[src/rtl/mem_wb_pkg.sv]
// ---------------------------------------------------------------------------
// mem_wb_pkg
// Shared definitions for the MEM/WB pipeline register:
//   - bit positions of the write-back control bundle
//   - the WB bundle type
//   - bit bounds of the destination-register (rd) field in an instruction
// ---------------------------------------------------------------------------
package mem_wb_pkg;

    // Bit positions inside the WB control bundle.
    localparam int WB_REGWRITE = 0;
    localparam int WB_MEMTOREG = 1;

    // Write-back control bundle coming from the control unit.
    typedef logic [1:0] wb_bundle_t;

    // rd field bounds in a RISC-V instruction word.
    localparam int RD_MSB = 11;
    localparam int RD_LSB = 7;

endpackage : mem_wb_pkg

[src/rtl/mem_wb_pipe_reg.sv]
// ---------------------------------------------------------------------------
// pipe_reg
// Parameterised pipeline register with asynchronous active-low reset.
// Loads i_d on every rising clock edge while reset is high; clears to 0
// immediately when reset falls and holds 0 while reset stays low.
//
// Ports:
//   clk    in   1      rising-edge clock
//   reset  in   1      asynchronous active-low reset (0 = reset)
//   i_d    in   width  data to capture
//   o_q    out  width  registered data
// ---------------------------------------------------------------------------
module pipe_reg #(
    parameter int width = 32
) (
    input  logic             clk,
    input  logic             reset,
    input  logic [width-1:0] i_d,
    output logic [width-1:0] o_q
);

    logic [width-1:0] r_q;

    always_ff @(posedge clk or negedge reset) begin
        if (!reset) begin
            r_q <= '0;
        end else begin
            r_q <= i_d;
        end
    end

    assign o_q = r_q;

endmodule : pipe_reg

[src/rtl/mem_wb_module.sv]
// ---------------------------------------------------------------------------
// mem_wb_module
// MEM/WB pipeline register of the pipelined RISC-V core. Captures the
// write-back control bits, memory read data, ALU result and instruction
// word every cycle and presents them to the write-back stage. The reset
// state (all zeros) is a bubble: regWrite = 0.
//
// Ports:
//   clk             in   1      rising-edge clock
//   reset           in   1      asynchronous active-low reset (0 = reset)
//   WB              in   2      bit 0 = regWrite, bit 1 = memToReg
//   readData        in   width  data read from memory
//   aluResult       in   width  ALU result from EX/MEM
//   instruction     in   width  instruction word
//   regWriteOut     out  1      registered WB[0]
//   memToRegOut     out  1      registered WB[1]
//   readDataOut     out  width  registered readData
//   aluResultOut    out  width  registered aluResult
//   instructionOut  out  width  registered instruction
//
// Optional feature (macro MEM_WB_WB_FWD_EN):
//   wbDataOut       out  width  memToRegOut ? readDataOut : aluResultOut
//   rdOut           out  5      instructionOut[11:7]
// ---------------------------------------------------------------------------
module mem_wb_module
    import mem_wb_pkg::*;
#(
    parameter int width = 32
) (
    input  logic             clk,
    input  logic             reset,
    input  wb_bundle_t       WB,
    input  logic [width-1:0] readData,
    input  logic [width-1:0] aluResult,
    input  logic [width-1:0] instruction,
    output logic             regWriteOut,
    output logic             memToRegOut,
    output logic [width-1:0] readDataOut,
    output logic [width-1:0] aluResultOut,
    output logic [width-1:0] instructionOut
`ifdef MEM_WB_WB_FWD_EN
    ,
    output logic [width-1:0] wbDataOut,
    output logic [4:0]       rdOut
`endif
);

    logic w_regwrite_d;
    logic w_memtoreg_d;
    logic w_regwrite_q;
    logic w_memtoreg_q;

    // Fixed bit mapping; the bundle is never decoded or reordered.
    assign w_regwrite_d = WB[WB_REGWRITE];
    assign w_memtoreg_d = WB[WB_MEMTOREG];

    pipe_reg #(.width(1)) u_regwrite (
        .clk   (clk),
        .reset (reset),
        .i_d   (w_regwrite_d),
        .o_q   (w_regwrite_q)
    );

    pipe_reg #(.width(1)) u_memtoreg (
        .clk   (clk),
        .reset (reset),
        .i_d   (w_memtoreg_d),
        .o_q   (w_memtoreg_q)
    );

    pipe_reg #(.width(width)) u_readdata (
        .clk   (clk),
        .reset (reset),
        .i_d   (readData),
        .o_q   (readDataOut)
    );

    pipe_reg #(.width(width)) u_aluresult (
        .clk   (clk),
        .reset (reset),
        .i_d   (aluResult),
        .o_q   (aluResultOut)
    );

    pipe_reg #(.width(width)) u_instruction (
        .clk   (clk),
        .reset (reset),
        .i_d   (instruction),
        .o_q   (instructionOut)
    );

    assign regWriteOut = w_regwrite_q;
    assign memToRegOut = w_memtoreg_q;

`ifdef MEM_WB_WB_FWD_EN
    // Both derive only from registered fields, so they read 0 in reset
    // without extra gating.
    assign wbDataOut = w_memtoreg_q ? readDataOut : aluResultOut;
    assign rdOut     = instructionOut[RD_MSB:RD_LSB];
`endif

endmodule : mem_wb_module

[config.mk]
export PLATFORM = sky130hd
export DESIGN_NAME = mem_wb_module
export DESIGN_NICKNAME = d
export VERILOG_FILES = /design/src/rtl/mem_wb_pkg.sv /design/src/rtl/mem_wb_pipe_reg.sv /design/src/rtl/mem_wb_module.sv
export SDC_FILE = /design/constraint.sdc
export NUM_CORES = 1
export LEC_CHECK = 0
export ABC_CLOCK_PERIOD_IN_PS = 800
export BUFFER_PORTS_ARGS = -buffer_cell sky130_fd_sc_hd__buf_2
export CORE_MARGIN = 1.5
export CORE_UTILIZATION = 38
export CTS_CLUSTER_SIZE = 14
export DETAILED_ROUTE_END_ITERATION = 10
export PLACE_DENSITY = 0.78
export SLEW_MARGIN = 20
export SYNTH_ARGS = -nofsm -noshare
export SYNTH_HDL_FRONTEND = slang
export SYNTH_HIERARCHICAL = 1
export SYNTH_SLANG_ARGS = --single-unit
[constraint.sdc]
create_clock -name clk -period 0.8 [get_ports clk]
set_clock_uncertainty 0.1 [all_clocks]
set_input_delay 0.04 -clock clk [delete_from_list [all_inputs] [get_ports clk]]
set_output_delay 0.04 -clock clk [all_outputs]
set_load 0.02 [all_outputs]
==> results.toml, run 1 <==
[grt]
grt_overflow = 0
grt_pass1_wl_um = 13900
antenna_found_initial = 1
grt_max_degree = 35
grt_pass1_vias = 2640
grt_usage = 0.271

[clock_tree]
cts-root-buf = "clkbuf_8"
cts_num_sinks = 98
cts_setup_buffers = 0
cts_max_level = 3
clock_path_buffers = 2
clk_pin_slew_ns = 0.09
cts_tree = "built"
cts_made_buffers = 9

[floorplanning]
dieArea_um2 = 6940
die_h_um = 83.3
core_area_um2 = 6280
dieWidth_um = 83.3
rows = 29
initial_core_util = 0.391
num_io_pins = 198

[drt]
wirelength_um = 8850
wl_per_cell_um = 17.9
viasPerCell = 4.24
drcViolationCount = 0
first_pass_iters = 4
vias = 2093
ant_nets = 0
drt_iter0_drc = 51

[layout]
final_cell_mix = "99 x dlygate4sd3_1, 98 x buf_2, 98 x buf_6, 98 x dfrtp_1, 9 x clkbuf_8"
fill_cells = 286
syn_to_final_growth_pct = 120
final_common_cell = "dlygate4sd3_1"
multi_input_gates = 0
finalNetCount = 511
multi_input_area_um2 = 0
stdcell_count = 494
drive_above_1_share = 0.522
post-route-util = 0.860
final_area_um2 = 5400

[yosys]
netlist_area_um2 = 2450
synthesis.instances = 98
synth_cell_type_count = 1
syn-num-nets = 198
yosysWarnings = 6
ys_seq_area_frac = 1.00
ys_ff_latch = 98
synth.avg_cell_area_um2 = 25.0

[place]
place.gp.congestion = 0.780
hpwl_um = 4230
port_buffers = 197
dp_cells = 378
placed_area_um2 = 3610

[sta]
fin_ws_ns = -0.233
maxSlewHeadroom = 0.841
setup_violations = 98
min_period_ns = 1.03
fmax_ghz = 0.968
slew_viol_final = 0
whs_ns = -0.00202
worst_slew_pin_slew_ns = 0.238
rsz0062_at_grt = "yes"
hold_viol_final = 2
fin_crit_sh = 1.29

[critical_path]
end_kind = "output port"
worstPathCellList = "buf_6"
worstPathMaxFanout = 1
crit_family = "flip-flops"
cp.arrival_ns = 0.89
required_ns = 0.66
max_stage_delay_ns = 0.41
cpMaxStageDelayCell = "dfrtp_1"
critPathKind = "reg2out"
critical_path_depth = 1
worst_setup_path_start_kind = "flop"
crit_buf_inv = 1

[power]
vdd_drop_max_mv = 1.83
power_density_nw_per_um2 = 1870
power_leakage_nw = 2.67

[flow_run]
cap_viol_max_count = 0

[run_status]
violations = "hold timing, setup timing"
outcome = "finished, violations left"

[worst_hold_path]
min_path_type = "in2async"
==> metal layers <==
layer | GRT usage | vias up | part of all wire
li1 | - | 924 | -
met1 | 0.287 | 1010 | 0.34
met2 | 0.496 | 138 | 0.56
met3 | 0.0885 | 21 | 0.083
met4 | 0.105 | 0 | 0.022
met5 | 0 | - | 0
==> synthesized netlist by cell type <==
| cell | count | area share |
|---|---|---|
| dfrtp_1 | 98 | 1.0 |
==> repair_timing <==
| action | CTS | global route |
|---|---|---|
| gates resized for setup | 196 | 0 |
| pin swaps | 0 | 0 |
| hold buffers | 99 | 0 |
| endpoints found under the hold margin | 196 | 0 |
| endpoints found under the setup margin | 98 | 98 |
==> metrics by stage <==
| step | setup WS (ns) | total power [W] | TNS [ns] |
|---|---|---|---|
| final | -0.233 | 0.0101 | -19.87 |
| after global routing | -0.271 | 0.0105 | -23.44 |
| after CTS | -0.235 | 0.0101 | -21.07 |
| after detailed placement | 0.148 | 0.00634 | 0 |
| after global placement | 0.165 | 0.00630 | 0 |
| after floorplan | 0.244 | 0.00570 | 0 |
==> final timing paths <==
path                                        from                     to  slack [ns]
worst min-delay path                       reset   u_instruction/o_q[0]      -0.002
max in group asynchronous                  reset   u_instruction/o_q[7]        0.15
worst max-delay path       u_instruction/o_q[28]     instructionOut[28]       -0.23
min in group clk                 instruction[13]  u_instruction/o_q[13]        0.23
==> power by group <==
part / leakage (nW) / total, W / switching, W / internal [W]
registers: 1.14 / 0.00534 / 0.000138 / 0.00520
clock network: 0.0893 / 0.00306 / 0.00162 / 0.00144
logic: 1.43 / 0.00170 / 0.000714 / 0.000985
==> area by class of cell <==
class                 count  area (µm²)  share of cell area
Clock inverter            5        55.1              0.0102
Timing Repair Buffer    302        2660               0.493
Tap cell                 77        96.3              0.0178
Sequential cell          98        2450               0.454
Antenna cell              1        2.50            0.000463
Clock buffer             11         131              0.0243
==> kinds of logic (layout without fill, tap and decap cells) <==
kind of cell           count (synthesis)  count (layout)  synth area share
buffers and inverters                  0             318                 0
flip-flops                            98              98              1.00
other                                  0               1                 0
==> registers in the layout, summed over array words and instances, names as in the netlist <==
name	flops
u_memtoreg/o_q	1
u_aluresult/o_q	32
u_readdata/o_q	32
u_instruction/o_q	32
u_regwrite/o_q	1
Power figures use the tool's default switching activity.
==> inputs of run 2 (changes only) <==
--- a/config.mk
+++ b/config.mk
@@ -7,11 +7,13 @@
 export LEC_CHECK = 0
 export ABC_CLOCK_PERIOD_IN_PS = 800
 export BUFFER_PORTS_ARGS = -buffer_cell sky130_fd_sc_hd__buf_2
+export CORE_ASPECT_RATIO = 0.9
 export CORE_MARGIN = 1.5
 export CORE_UTILIZATION = 38
 export CTS_CLUSTER_SIZE = 14
 export DETAILED_ROUTE_END_ITERATION = 10
 export PLACE_DENSITY = 0.78
+export SKIP_CTS_REPAIR_TIMING = 1
 export SLEW_MARGIN = 20
 export SYNTH_ARGS = -nofsm -noshare
 export SYNTH_HDL_FRONTEND = slang
==> results.toml, run 2 (synthesis results as in run 1) <==
[critical_path]
critPathKind = "reg2out"
worstPathMaxFanout = 1
crit_family = "flip-flops"
crit_buf_inv = 1
end_kind = "output port"
worstPathCellList = "buf_6"
max_stage_delay_ns = 0.42
cp.arrival_ns = 0.92
required_ns = 0.66
worst_setup_path_start_kind = "flop"
cpMaxStageDelayCell = "dfrtp_1"

[sta]
worst_slew_pin_slew_ns = 0.206
fin_ws_ns = -0.263
totalNegativeSetupSlack_ns = -22.10
fmax_ghz = 0.941
rsz0062_at_grt = "yes"
slew_viol_final = 0
hold_viol_final = 0
setup_violations = 98
maxSlewHeadroom = 0.863
fin_crit_sh = 1.33
min_period_ns = 1.06

[power]
combPwrFrac = 0.174
power.switching_w = 0.00272
power_leakage_nw = 2.65
internal_power_w = 0.00734
seqPwrFrac = 0.533
vdd_drop_max_mv = 1.50
clkPwrFrac = 0.293
swShare = 0.271
p_total_w = 0.0101
power_density_nw_per_um2 = 1870

[floorplanning]
dieArea_um2 = 6950
initial_core_util = 0.397
num_io_pins = 198
rows = 27
dieWidth_um = 87.7
core_area_um2 = 6180
die_h_um = 79.2

[grt]
antenna_found_initial = 0
grt_max_degree = 39
grt_pass1_vias = 1683
grt_pass1_wl_um = 8590
grt_overflow = 0
grt_usage = 0.177

[drt]
vias = 2229
ant_nets = 0
drcViolationCount = 0
wirelength_um = 11300
viasPerCell = 4.47
wl_per_cell_um = 22.5
first_pass_iters = 4
drt_iter0_drc = 103

[clock_tree]
cts_made_buffers = 9
clock_path_buffers = 2
cts_max_level = 3
clk_pin_slew_ns = 0.11
cts_num_sinks = 98
cts-root-buf = "clkbuf_8"
cts_tree = "built"

[layout]
final_cell_mix = "99 x dlygate4sd3_1, 98 x buf_2, 98 x buf_6, 98 x dfrtp_1, 9 x clkbuf_8"
multi_input_area_um2 = 0
drive_above_1_share = 0.522
syn_to_final_growth_pct = 120
stdcell_count = 499
finalNetCount = 508
post-route-util = 0.871
multi_input_gates = 0
final_common_cell = "dlygate4sd3_1"
n_antenna_cell = 0

[flow_run]
cap_viol_max_count = 0

[run_status]
outcome = "finished, violations left"
violations = "setup timing"

[place]
port_buffers = 197
place.gp.congestion = 0.747
dp_cells = 385
hpwl_um = 4790

[worst_hold_path]
min_path_type = "in2async"
==> run 2: changes by cell type in the layout (fill, tap and decap cells not counted), sizes merged <==
cell	change
diode	-1
bufinv	-1
inv	+3
clkinv	-1
buf	-3
clkbuf	-2
==> run 2: power groups by stage <==
stage	sequential (W)	combinational, W	clock (W)
after floorplan	0.00570	0	0
after global placement	0.00534	0.000964	0
after detailed placement	0.00536	0.000988	0
after CTS	0.00526	0.000989	0.00290
after global routing	0.00538	0.00183	0.00322
final	0.00537	0.00175	0.00294
==> run 2: through the flow <==
step / instance area [µm²] / hold WS (ns) / setup slack, ns
after floorplan: 2450 / -0.356 / 0.244
after global placement: 3610 / -0.0701 / 0.157
after detailed placement: 3610 / -0.0696 / 0.139
after CTS: 3780 / -0.462 / -0.268
after global routing: 5390 / 0.211 / -0.300
final: 5390 / 0.217 / -0.263
==> run 2: path summary, 6_finish.rpt <==
kind | startpoint | end | slack, ns | depth (start not counted)
setup / recovery | u_readdata/o_q[1] | readDataOut[1] | -0.26 | 1
hold / removal | reset | u_aluresult/o_q[21] | 0.22 | 3
max in group asynchronous | reset | u_aluresult/o_q[8] | 0.16 | 3
min in group clk | instruction[0] | u_instruction/o_q[0] | 0.22 | 2
==> run 2: cell type report <==
cell class              instances  area, µm²
clock buffers                   9        124
clock inverters                 6       50.0
fillers                       258        795
flip-flops and latches         98       2450
well taps                      87        109
repair buffers                299       2650
==> run 2: per-layer routing <==
metal	wire length (µm)	track usage
met4	547	0.0905
met3	927	0.0884
met5	0	0
met2	5760	0.326
met1	4020	0.155
==> inputs of run 3 (changes only) <==
--- a/config.mk
+++ b/config.mk
@@ -13,6 +13,7 @@
 export CTS_CLUSTER_SIZE = 14
 export DETAILED_ROUTE_END_ITERATION = 10
 export PLACE_DENSITY = 0.78
+export RECOVER_POWER = 50
 export SKIP_CTS_REPAIR_TIMING = 1
 export SLEW_MARGIN = 20
 export SYNTH_ARGS = -nofsm -noshare
==> results.toml, run 3 (synthesis results as in run 1) <==
[place]
port_buffers = 197
dp_cells = 385
hpwl_um = 4790
place.gp.congestion = 0.747

[clock_tree]
cts-root-buf = "clkbuf_8"
cts_max_level = 3
clk_pin_slew_ns = 0.11
cts_made_buffers = 9
cts_num_sinks = 98
clock_path_buffers = 2
cts_tree = "built"

[critical_path]
worstPathCellList = "buf_6"
cp.arrival_ns = 0.92
worstPathMaxFanout = 1
cpMaxStageDelayCell = "dfrtp_1"
max_stage_delay_ns = 0.42
crit_path_start = "u_readdata/o_q[1]"
critPathKind = "reg2out"
crit_buf_inv = 1
worst_setup_path_start_kind = "flop"
critical_path_depth = 1
crit_family = "flip-flops"
end_kind = "output port"
required_ns = 0.66
crit_end = "readDataOut[1]"

[sta]
maxSlewHeadroom = 0.796
setup_violations = 112
fmax_ghz = 0.942
fin_crit_sh = 1.33
hold_viol_final = 0
totalNegativeSetupSlack_ns = -22.05
whs_ns = 0.224
worst_slew_pin_slew_ns = 0.306
slew_viol_final = 0
fin_ws_ns = -0.261
min_period_ns = 1.06
rsz0062_at_grt = "yes"

[floorplanning]
dieWidth_um = 87.7
dieArea_um2 = 6950
core_area_um2 = 6180
initial_core_util = 0.397
rows = 27
die_h_um = 79.2
num_io_pins = 198

[layout]
final_cell_mix = "99 x dlygate4sd3_1, 98 x buf_6, 98 x dfrtp_1, 97 x buf_2, 9 x clkbuf_8"
seq_area_um2 = 2450
n_antenna_cell = 0
final_common_cell = "dlygate4sd3_1"
finalNetCount = 508
fill_cells = 262
syn_to_final_growth_pct = 119
stdcell_count = 499
multi_input_gates = 0
multi_input_area_um2 = 0
drive_above_1_share = 0.519

[worst_hold_path]
min_path_type = "in2reg"

[drt]
viasPerCell = 4.47
ant_nets = 0
first_pass_iters = 4
wirelength_um = 11300
drt_iter0_drc = 98
wl_per_cell_um = 22.6
drcViolationCount = 0
vias = 2233

[grt]
grt_pass1_vias = 1683
grt_overflow = 0
grt_max_degree = 39
grt_pass1_wl_um = 8590
grt_usage = 0.177
antenna_found_initial = 0

[power]
power_density_nw_per_um2 = 1870
power_leakage_nw = 2.64
vdd_drop_max_mv = 1.50

[flow_run]
cap_viol_max_count = 0

[run_status]
outcome = "finished, violations left"
violations = "setup timing"
==> run 3: cell types whose count changed in the layout (fill, tap and decap cells not counted) <==
| cell | delta |
|---|---|
| buf_4 | -1 |
| buf_2 | -1 |
| clkbuf_1 | +1 |
| clkbuf_4 | +1 |
| clkbuf_2 | +1 |
| buf_12 | -1 |
==> run 3: metal layers <==
metal  vias to the layer above  GRT usage  wire length (µm)
met1                      1123      0.155              4050
li1                        919          -                 -
met3                        40     0.0884               898
met2                       151      0.326              5780
met5                         -          0                 0
met4                         0     0.0905               528
==> run 3: how the worst min path moves through the flow <==
stage / from / to / slack [ns] / depth (start not counted)
3_5_place_dp: reset / u_instruction/o_q[31] / -0.07 / 2
2_1_floorplan: reset / u_aluresult/o_q[0] / -0.36 / 0
5_1_grt: instruction[27] / u_instruction/o_q[27] / 0.21 / 2
6_report: instruction[0] / u_instruction/o_q[0] / 0.22 / 2
3_3_place_gp: reset / u_instruction/o_q[31] / -0.07 / 2
4_1_cts: reset / u_instruction/o_q[29] / -0.46 / 2
==> run 3: report_power, final <==
part           switching, W  leakage [nW]  internal [W]
registers          0.000163          1.14       0.00520
logic              0.000768          1.42      0.000975
clock network       0.00180        0.0827       0.00115
==> run 3: area by class of cell <==
type | instances | share of cell area
tap | 87 | 0.0203
sequential | 98 | 0.457
clock buffer | 9 | 0.0231
timing repair buffer | 299 | 0.491
clock inverter | 6 | 0.00932
==> run 3: through the flow <==
step | worst slack [ns] | total power, W | utilization | area (µm²)
final | -0.261 | 0.0101 | 0.869 | 5370
after global routing | -0.300 | 0.0104 | 0.869 | 5370
after CTS | -0.268 | 0.00915 | 0.612 | 3780
after detailed placement | 0.139 | 0.00634 | 0.584 | 3610
after global placement | 0.157 | 0.00631 | 0.584 | 3610
after floorplan | 0.244 | 0.00570 | - | 2450
